`src/rtl/ring_arb_pkg.sv`:
```
// ring_arb_pkg: shared state encoding, default sizes and one-hot helpers for ring_arbiter
package ring_arb_pkg;
  typedef logic [0:0] state_t;
  localparam state_t IDLE = 1'b0;
  localparam state_t GRANT = 1'b1;
  localparam int RA_N = 4;
  localparam int RA_TIMEOUT = 16;
  function automatic logic [31:0] rotl1(input logic [31:0] v, input int n);
    return ((v << 1) | (v >> (n - 1))) & ((32'd1 << n) - 32'd1);
  endfunction
  function automatic int oh2idx(input logic [31:0] v);
    int r = 0;
    for (int i = 0; i < 32; i++) if (v[i]) r = i;
    return r;
  endfunction
endpackage

```
`src/rtl/ring_prio_select.sv`:
```
// ring_prio_select: first set req bit at or above one-hot ptr, wrapping, via a double-width search
module ring_prio_select #(
  parameter int N = 4
) (
  input  logic [N-1:0] req,
  input  logic [N-1:0] ptr,
  output logic [N-1:0] win
);
  logic [N-1:0] mask;
  logic [2*N-1:0] dbl, lo;
  assign mask = ~(ptr - N'(1));
  assign dbl = {req, req & mask};
  assign lo = dbl & (~dbl + (2*N)'(1));
  assign win = lo[N-1:0] | lo[2*N-1:N];
endmodule

```
`src/rtl/ring_arbiter.sv`:
```
// ring_arbiter: round-robin one-hot grant held until done.
// Define RING_ARB_TIMEOUT_EN to revoke grants held longer than TIMEOUT cycles.
module ring_arbiter
  import ring_arb_pkg::*;
#(
  parameter int N = RA_N,
  parameter int TIMEOUT = RA_TIMEOUT
) (
  input  logic                 clk,
  input  logic                 rst,
  input  logic [N-1:0]         req,
  input  logic                 done,
  output logic [N-1:0]         gnt,
  output logic                 gnt_valid,
  output logic [$clog2(N)-1:0] gnt_idx,
  output logic                 timeout
);
  localparam int IW = $clog2(N);
  state_t state;
  logic [N-1:0] ptr, win;
  logic expire, rel;
  if (N < 2 || N > 32 || TIMEOUT < 2) begin : g_bad
    $error("ring_arbiter: unsupported N or TIMEOUT");
  end
  ring_prio_select #(.N(N)) u_sel (.req(req), .ptr(ptr), .win(win));
  assign rel = state == GRANT && (done || expire);
  assign gnt_valid = |gnt;
  assign gnt_idx = IW'(oh2idx(32'(gnt)));
  always_ff @(posedge clk or posedge rst)
    if (rst) begin
      state <= IDLE;
      gnt <= '0;
      ptr <= {{(N-1){1'b0}}, 1'b1};
    end else if (state == IDLE) begin
      if (|req) begin
        gnt <= win;
        state <= GRANT;
      end
    end else if (rel) begin
      gnt <= '0;
      state <= IDLE;
      ptr <= N'(rotl1(32'(gnt), N));
    end
`ifdef RING_ARB_TIMEOUT_EN
  localparam int CW = $clog2(TIMEOUT + 1);
  logic [CW-1:0] cnt;
  // cnt holds the 1-based count of cycles the current grant has been visible
  assign expire = state == GRANT && cnt == CW'(TIMEOUT);
  always_ff @(posedge clk or posedge rst)
    if (rst) begin
      cnt <= '0;
      timeout <= 1'b0;
    end else begin
      cnt <= state == IDLE ? CW'(|req) : rel ? '0 : cnt + CW'(1);
      timeout <= expire && !done;
    end
`else
  assign expire = 1'b0;
  assign timeout = 1'b0;
`endif
endmodule

```
`config.mk`:
```
export PLATFORM = sky130hd
export DESIGN_NAME = ring_arbiter
export DESIGN_NICKNAME = d
export VERILOG_FILES = /design/src/rtl/ring_arb_pkg.sv /design/src/rtl/ring_prio_select.sv /design/src/rtl/ring_arbiter.sv
export SDC_FILE = /design/constraint.sdc
export NUM_CORES = 1
export LEC_CHECK = 0
export ABC_AREA = 1
export CELL_PAD_IN_SITES_DETAIL_PLACEMENT = 2
export CELL_PAD_IN_SITES_GLOBAL_PLACEMENT = 2
export CORE_MARGIN = 4
export CORE_UTILIZATION = 35
export CTS_BUF_LIST = sky130_fd_sc_hd__clkbuf_4
export CTS_CLUSTER_DIAMETER = 30
export DETAILED_ROUTE_END_ITERATION = 12
export DONT_BUFFER_PORTS = 1
export PLACE_DENSITY_LB_ADDON = 0.1
export SYNTH_ARGS = -nofsm -noshare
export SYNTH_HDL_FRONTEND = slang
export SYNTH_HIERARCHICAL = 1
export SYNTH_SLANG_ARGS = --single-unit
```
`constraint.sdc`:
```
create_clock -name clk -period 3.6 [get_ports clk]
set_clock_uncertainty 0.05 [all_clocks]
set_input_delay 0.54 -clock clk [delete_from_list [all_inputs] [get_ports clk]]
set_output_delay 0.54 -clock clk [all_outputs]
set_load 0.01 [all_outputs]
```
==> results of run 1 <==
## state kept, by name, summed over array words and instances, names as in the netlist
signal	flops
gnt	4
state	1
ptr	4
## report_power, final
group / total (W) / internal [W] / switching [W] / leakage [nW]
sequential: 0.000192 / 0.000147 / 0.0000448 / 0.115
combinational: 0.000286 / 0.0000983 / 0.000187 / 0.187
clock: 0.0000896 / 0.0000504 / 0.0000392 / 0.0184
## cells by family (layout without fill, tap and decap cells)
group	after synthesis	count (layout)	share of synthesized area (%)
adders and majority gates	1	1	2.13
DFF	9	9	38.6
AOI/OAI and AO/OA	8	8	9.38
buffers and inverters	15	17	11.5
other	1	1	0.639
and+or+nand+nor	45	45	37.7
## metal layers
metal  vias to the layer above  global-route usage [%]  part of all wire [%]
met4                         0                    1.35                     0
li1                        252                       -                     -
met3                         0                    7.65                   6.0
met2                         8                    22.4                    46
met5                         -                       0                     0
met1                       244                    18.3                    48
## worst max-delay path, cell delays in order, from the launching register on
cell     delay, ns
dfstp_2       0.54
inv_1         0.06
ha_1          0.32
nand2_1       0.08
nand2_1       0.08
inv_2         0.06
nand2_2       0.05
nor2_1        0.09
nand3_1       0.08
nand2_1       0.07
nand3_1       0.07
nand2_1       0.07
## cell type report
type / count / area (µm²) / area share (%)
Inverter: 13 / 48.8 / 7.89
Multi-Input combinational cell: 55 / 293 / 47.4
Clock buffer: 4 / 30.0 / 4.86
Tap cell: 16 / 20.0 / 3.24
Sequential cell: 9 / 226 / 36.6
## cell usage in the layout (no fill, tap or decap), drive strengths merged
master / count
a21oi: 2
conb: 1
inv: 13
nor2: 5
o21ai: 6
nand3b: 1
nand4: 1
dfstp: 1
nand3: 14
nand2: 23
dfrtp: 8
nor3: 1
clkbuf: 4
ha: 1
## stage by stage
stage / util, % / std cells
global route: 40.1 / 97
floorplan: - / 79
CTS: 40.1 / 97
global placement: 38.1 / 93
detailed placement: 38.1 / 93
finish: 40.1 / 97
## worst paths after layout
check / startpoint / to / slack [ns] / depth (start not counted)
setup reg to reg: ptr[0]$_DFFE_PP1P_ / gnt[1]$_DFFE_PP0P_ / 1.90 / 11
hold reg to reg: ptr[0]$_DFFE_PP1P_ / ptr[0]$_DFFE_PP1P_ / 0.45 / 2
min in group clk: done / state$_DFF_PP0_ / 0.34 / 1
max in group asynchronous: rst / ptr[0]$_DFFE_PP1P_ / 3.14 / 1
hold / removal: rst / state$_DFF_PP0_ / 0.06 / 1
setup / recovery: ptr[0]$_DFFE_PP1P_ / gnt[1]$_DFFE_PP0P_ / 1.90 / 11
==> results.md, run 1 <==
- Outcome: finished, final reports clean
- Core area: 1540 µm²
- Mapped Nets: 87
- Worst endpoint required time: 3.75 ns
- Sink Count: 9
- Synth top area share: 34.1%
- Rows: 14
- Setup crit end kind: register
- Cell Area, Synth: 587 µm²
- Synthesized area per cell: 7.43 µm²
- Peak supply drop: 0.000298 V
- WHS: ~0.064 ns
- Max Fclk: 590 MHz
- Total CTS buffers: 3
- Share of cells above drive strength 1: 21.0%
- Port-buffer cells: 0
- Dominant cells by area after synthesis: dfrtp_1, nand2_1, nand3_1
- CTS max path bufs: 2
- RSZ-0062 raised after global routing: false
- Clk pin slew, worst setup/hold paths: 0.07 ns
- Hold Violations, Final: 0
- Crit-path max FO: 3
- EDFF count, synth: 0
- CTS root buf: clkbuf_4
- WL final: 1460 µm
- Antenna Cells: 0
- Endpoints failing setup: 0
- DR vias: 504
- DR WL/cell: ~15 µm
- Post-synth top area cell: dfrtp_1
- Register bit total from synthesis: 9
- Cells after Synth: slightly below 80
- Largest net degree at the start of global routing: 13
- Post-CTS Setup Bufs: 0
- Chip height: between 40 and 50 µm
- # IOs: 15
- Pwr Density: slightly above 900 nW/µm²
- Max-cap violations: 0
- Dpl hpwl: 1210 µm
- Placed Area: 588 µm²
- Total Power: 0.000567 W
- Initial antenna violation count: 0
- Most common cell in the netlist: nand2_1
- Final-report max-slew violation count: 0
- Congestion Overflow GR: 0
- Ratio of routed vias to standard cells: 5.20
- Hold buffer count at CTS: 0
- Syn. warnings: 6
- LEAKAGE: between 0.3 and 0.4 nW
- Post-CTS sizing: 0
- Initial Utilization: 38.1%
- Vias in the first global route: 574
- Htree depth: 1
- Tmin final: 1.70 ns
- Final Net Count: 90
- Final Cell Area: 618 µm²
- DR pass1 iterations: 2
- WP data arrival: 1.85 ns
- Fin worst setup slack: between 1.5 and 2 ns
- GRT Total Usage: 14.4%
- Final period utilization: a little under half
- # DRC: 0
- Die X: 48.9 µm
- Initial DRC count: 1
- Layout area overhead: 5.33%
- Hold Path Class: in -> async
- Total negative slack: 0 ns
- First-pass GRT wire length: between 2000 and 3000 µm
- Clk Latency, worst-skew pair: 0.27 ns
- Synth top cells by count: nand2_1, inv_1, nand3_1
- Die footprint: around 2400 µm²
- Sequential fraction of the synthesis area: a little under 40%
- FFs w/ async S/R, synth: 100%
- CP startpoint kind: register
- Post-synthesis cell type count: 21
- ANT nets after route: 0
- Ys flop type: dfrtp_1
- Fill cells: between 150 and 200
- Critical path class: reg -> reg
- Placer Congestion: 0.666
- CTS tree: yes
- Placement Setup Slack: 1.92 ns
(Power assumes the default switching activity.)
==> run 2, diff against run 1 <==
Settings changed: CORE_UTILIZATION 35 to 31.
Clock period 3.6 ns to 1.4 ns, I/O delays scaled along.
==> results.md, run 2 (same netlist as run 1, synthesis figures left out) <==
- HP Start: req[1]
- DR WL/cell: 16.2 µm
- Leading cell type in the layout, fill and taps excluded: nand2_1
- Layout area overhead: 35.4%
- Initial Utilization: 33.3%
- Rows: 15
- Setup crit end kind: register
- Core area: 1760 µm²
- Pwr Density: 2440 nW/µm²
- Initial antenna violation count: 0
- Share of cells above drive strength 1: 40.0%
- Final period utilization: 113%
- Max-cap violations: 0
- Worst flop-to-flop path endpoint: gnt[2]$_DFFE_PP0P_
- Most frequent cells in the layout: nand2_1, inv_1, nand3_1
- First-pass GRT wire length: 3080 µm
- Dpl hpwl: 1290 µm
- Sequential power share: around a quarter
- Critical path class: reg -> reg
- Htree depth: 1
- CTS tree: yes
- Total CTS buffers: 3
- Fin worst setup slack: -0.185 ns
- Sw Ratio: 48.5%
- Antenna Cells: 0
- Hold path cells: 4
- Outcome: finished, violations left
- RSZ-0062 raised after global routing: true
- CP startpoint kind: register
- Congestion Overflow GR: 0
- Failing checks: setup timing
- # IOs: 15
- DR vias: 540
- Final-report max-slew violation count: 0
- Peak supply drop: 0.000968 V
- Crit-path max FO: 2
- Ratio of routed vias to standard cells: 4.70
- GRT Total Usage: about 16%
- Launch point of the worst reg-to-reg path: ptr[0]$_DFFE_PP1P_
- Endpoints failing setup: 4
- Placer Congestion: around 0.77
- Placed cells: 107
- Hold Path Sink: gnt[1]$_DFFE_PP0P_
- Worst endpoint required time: 1.56 ns
- FF/Latch Area: approximately 230 µm²
- CTS root buf: clkbuf_4
- Fill cells: 222
- Initial DRC count: 7
- Hold Path Class: in -> reg
- Multi-input logic area: 384 µm²
- Die X: 51.5 µm
- Chip height: 51.5 µm
- WP data arrival: 1.75 ns
- LEAKAGE: 0.398 nW
- Port-buffer cells: 0
- # DRC: 0
- CTS max path bufs: 2
- Die footprint: between 2000 and 3000 µm²
- R2R Setup Slk: -0.19 ns
- Placement Setup Slack: -0.127 ns
- Final std cells w/o fill: between 100 and 150
- Hold Violations, Final: 0
- ANT nets after route: 0
- DR pass1 iterations: 4
- Final Net Count: 99
- Sink Count: 9
- Clk Latency, worst-skew pair: 0.27 ns
- Top flop regs: gnt x4, ptr x4, state x1
- Largest net degree at the start of global routing: 13
- Max Fclk: approximately 630 MHz
- Clock power frac: 11.2%
- WL final: 1870 µm
- NetSw: 0.000939 W
- Clk pin slew, worst setup/hold paths: about 0.070 ns
- Tmin final: 1.59 ns
- Combinational fraction of design power: 62.8%
- FF-to-FF path depth: 9
- Cell Int Power: roughly 0.0010 W
- Vias in the first global route: 621
## run 2: changes by cell type in the layout (fill, tap and decap cells not counted), sizes merged
cell	change
buf	+7
dlygate4sd3	+2
clkbuf	-1
clkinv	+1
## run 2: worst max path at each step
stage               slack, ns  cells past startpoint          startpoint                  to
finish                  -0.19                      9  ptr[0]$_DFFE_PP1P_  gnt[2]$_DFFE_PP0P_
CTS                     -0.15                     10  ptr[0]$_DFFE_PP1P_  gnt[0]$_DFFE_PP0P_
global route            -0.25                      9  ptr[0]$_DFFE_PP1P_  gnt[2]$_DFFE_PP0P_
global placement        -0.11                     11  ptr[0]$_DFFE_PP1P_  gnt[1]$_DFFE_PP0P_
floorplan               -0.04                     10  ptr[0]$_DFFE_PP1P_  gnt[0]$_DFFE_PP0P_
detailed placement      -0.13                     11  ptr[0]$_DFFE_PP1P_  gnt[1]$_DFFE_PP0P_
## run 2: power by group through the flow
stage | clock (W) | sequential, W | combinational, W
6_report | 0.000216 | 0.000504 | 0.00122
5_1_grt | 0.000253 | 0.000528 | 0.00134
4_1_cts | 0.000224 | 0.000499 | 0.00102
3_5_place_dp | 0 | 0.000502 | 0.000888
3_3_place_gp | 0 | 0.000494 | 0.000862
2_1_floorplan | 0 | 0.000473 | 0.000661
## run 2: area by class of cell
cell class	count	area share [%]
Clock buffer	3	2.83
Clock inverter	1	0.630
Inverter	13	6.14
Multi-Input combinational cell	55	48.3
Sequential cell	9	28.5
Tap cell	25	3.94
Timing Repair Buffer	9	9.61
## run 2: metrics by stage
stage	total power [W]	setup TNS [ns]	cell area, µm²	hold slack (ns)	utilization, %
after floorplan	0.00113	-0.0778	599	-0.0128	-
after global placement	0.00136	-0.295	649	0.0300	36.8
after detailed placement	0.00139	-0.410	649	0.0488	36.8
after CTS	0.00174	-0.408	733	0.152	41.6
after global routing	0.00212	-0.927	795	0.153	45.0
final	0.00194	-0.562	795	0.153	45.0
## run 2: per-layer routing
| metal | vias up | wire length (µm) | part of all wire (%) | GRT usage (%) |
|---|---|---|---|---|
| li1 | 271 | - | - | - |
| met3 | 2 | 28 | 1.5 | 2.58 |
| met2 | 5 | 1060 | 57 | 29.2 |
| met5 | - | 0 | 0 | 0 |
| met1 | 262 | 763 | 41 | 19.1 |
| met4 | 0 | 15 | 0.80 | 5.24 |
## run 2: timing repair
item | in CTS | in global routing
gates resized for setup | 9 | 11
setup buffers | 1 | 2
hold buffers | 2 | 0
endpoints found under the setup margin | 5 | 4
endpoints found under the hold margin | 9 | 0
pin swaps | 9 | 8
## run 2: worst max-delay path, cell delays in order (launching register included)
cell and delay [ns]:
dfstp_2 0.54, inv_2 0.05, ha_4 0.24, nand2_4 0.07, nand2_4 0.05, buf_4 0.13
buf_6 0.11, a21oi_4 0.13, nand3_2 0.07, nand2_1 0.07
==> run 3, diff against run 2 <==
Settings changed: CORE_ASPECT_RATIO from default to 1.4, CORE_MARGIN 4 to 5.
==> results.md, run 3 (same netlist as run 1, synthesis figures left out) <==
- Outcome: finished, violations left
- Failing checks: setup timing
- # IOs: 15
- GRT Total Usage: 12.1%
- Dpl hpwl: around 1300 µm
- ANT nets after route: 0
- Most frequent cells in the layout: nand2_1, nand3_1, inv_1
- WL final: approximately 1500 µm
- CP startpoint kind: register
- Chip height: 61.5 µm
- NetSw: between 0.0007 and 0.0008 W
- Peak supply drop: 0.000919 V
- Crit-path max FO: 3
- DR WL/cell: 13.9 µm
- Sink Count: 9
- Pwr Density: 2350 nW/µm²
- Sw Ratio: 45.3%
- RSZ-0062 raised after global routing: true
- CTS max path bufs: 2
- Placer Congestion: between 0.7 and 0.8
- Top flop regs: gnt x4, ptr x4, state x1
- Die X: roughly 47 µm
- Ratio of routed vias to standard cells: 5.00
- Max Fclk: about 660 MHz
- Fill cells: 227
- DR vias: 540
- Congestion Overflow GR: 0
- Setup crit end kind: register
- Endpoints failing setup: 4
- Initial antenna violation count: 0
- Hold Violations, Final: 0
- Core Util, Final: 39.1%
- Combinational fraction of design power: 56.9%
- Leading cell type in the layout, fill and taps excluded: nand2_1
- Share of cells above drive strength 1: between 30% and 40%
- Max-cap violations: 0
- Layout area overhead: 18.6%
- Final std cells w/o fill: 108
- Placed cells: 102
- Worst endpoint required time: roughly 1.5 ns
- Rows: 18
- LEAKAGE: 0.356 nW
- Slowest CP cell: dfstp_2
- Tmin final: 1.52 ns
- Initial DRC count: 6
- Sequential power share: ~30%
- Antenna Cells: 0
- Port-buffer cells: 0
- Fin worst setup slack: -0.118 ns
- # DRC: 0
- CTS tree: yes
- Final Net Count: 97
- Cell Int Power: 0.000894 W
- Placement Setup Slack: -0.128 ns
- Final period utilization: 108%
- WP data arrival: 1.61 ns
- Die footprint: 2880 µm²
- Largest net degree at the start of global routing: 13
- Total CTS buffers: 3
- CP dominant cell by count: nand2_2
- Initial Utilization: 33.0%
- First-pass GRT wire length: approximately 2500 µm
- Worst path cell trace: inv_2 > ha_4 > nand2_2 > nand2_2 > inv_2 > nand2_2 > nor2_1 > nand3_1 > nand2_1 > nand3_1 > nand2_1
- Final-report max-slew violation count: 0
- CTS root buf: clkbuf_4
- Clk pin slew, worst setup/hold paths: approximately 0.060 ns
- Vias in the first global route: 596
- Multi-input logic area: 310 µm²
- Clk Latency, worst-skew pair: 0.25 ns
- FF/Latch Area: around 230 µm²
- Core area: 1780 µm²
- Hold Path Class: in -> reg
- DR pass1 iterations: 4
- Critical path class: reg -> reg
- Clock power frac: 12.8%
- CP peak stage delay: 0.53 ns
- Htree depth: 1
-- run 3: timing repair --
| action | CTS | global route |
|---|---|---|
| buffers inserted | 0 | 1 |
| hold buffers | 1 | 0 |
| cloned | 0 | 0 |
| setup endpoints to repair | 5 | 4 |
| gates resized for setup | 3 | 0 |
| endpoints found under the hold margin | 8 | 0 |
| pin swaps | 4 | 1 |
-- run 3: critical path: cells and delay by family (launching register included) --
| family | cells | cell delay [ns] |
|---|---|---|
| buffers and inverters | 2 | 0.09 |
| and+or+nand+nor | 8 | 0.47 |
| adders and majority gates | 1 | 0.26 |
| DFF | 1 | 0.53 |
-- run 3: final cells by class --
cell class / instances / share of cell area, %
clock buffer: 4 / 4.32
inverter: 13 / 7.01
timing repair buffer: 7 / 7.91
sequential: 9 / 32.6
multi-input combinational: 55 / 44.6
tap: 20 / 3.60
-- run 3: layer usage --
layer / wire length (µm) / global-route usage, % / part of all wire, % / up-vias
met2: 799 / 21.6 / 53 / 12
met3: 74 / 2.63 / 4.9 / 2
li1: - / - / - / 270
met4: 13 / 5.93 / 0.87 / 0
met1: 611 / 13.2 / 41 / 256
met5: 0 / 0 / 0 / -
-- run 3: final timing paths --
check,startpoint,to,slack [ns],cells past startpoint
max,ptr[0]$_DFFE_PP1P_,gnt[1]$_DFFE_PP0P_,-0.12,11
min,done,state$_DFF_PP0_,0.02,1
max reg2reg,ptr[0]$_DFFE_PP1P_,gnt[1]$_DFFE_PP0P_,-0.12,11
min reg2reg,ptr[3]$_DFFE_PP0P_,ptr[3]$_DFFE_PP0P_,0.49,2
max in group asynchronous,rst,ptr[0]$_DFFE_PP1P_,0.69,2
min in group asynchronous,rst,ptr[2]$_DFFE_PP0P_,0.31,2
-- run 3: power groups by stage --
stage / Combinational [W] / Sequential [W] / Clock, W
after floorplan: 0.000661 / 0.000473 / 0
after global placement: 0.000862 / 0.000494 / 0
after detailed placement: 0.000895 / 0.000503 / 0
after CTS: 0.000921 / 0.000501 / 0.000217
after global routing: 0.00105 / 0.000517 / 0.000247
final: 0.000930 / 0.000495 / 0.000210
-- run 3: through the flow --
step                area (µm²)  setup TNS, ns  power (W)  hold WS [ns]
detailed placement         643         -0.286    0.00140        0.0325
finish                     696         -0.307    0.00163        0.0154
global placement           643         -0.202    0.00136        0.0357
floorplan                  599        -0.0778    0.00113       -0.0128
CTS                        688         -0.286    0.00164        0.0122
global route               696         -0.667    0.00182        0.0129
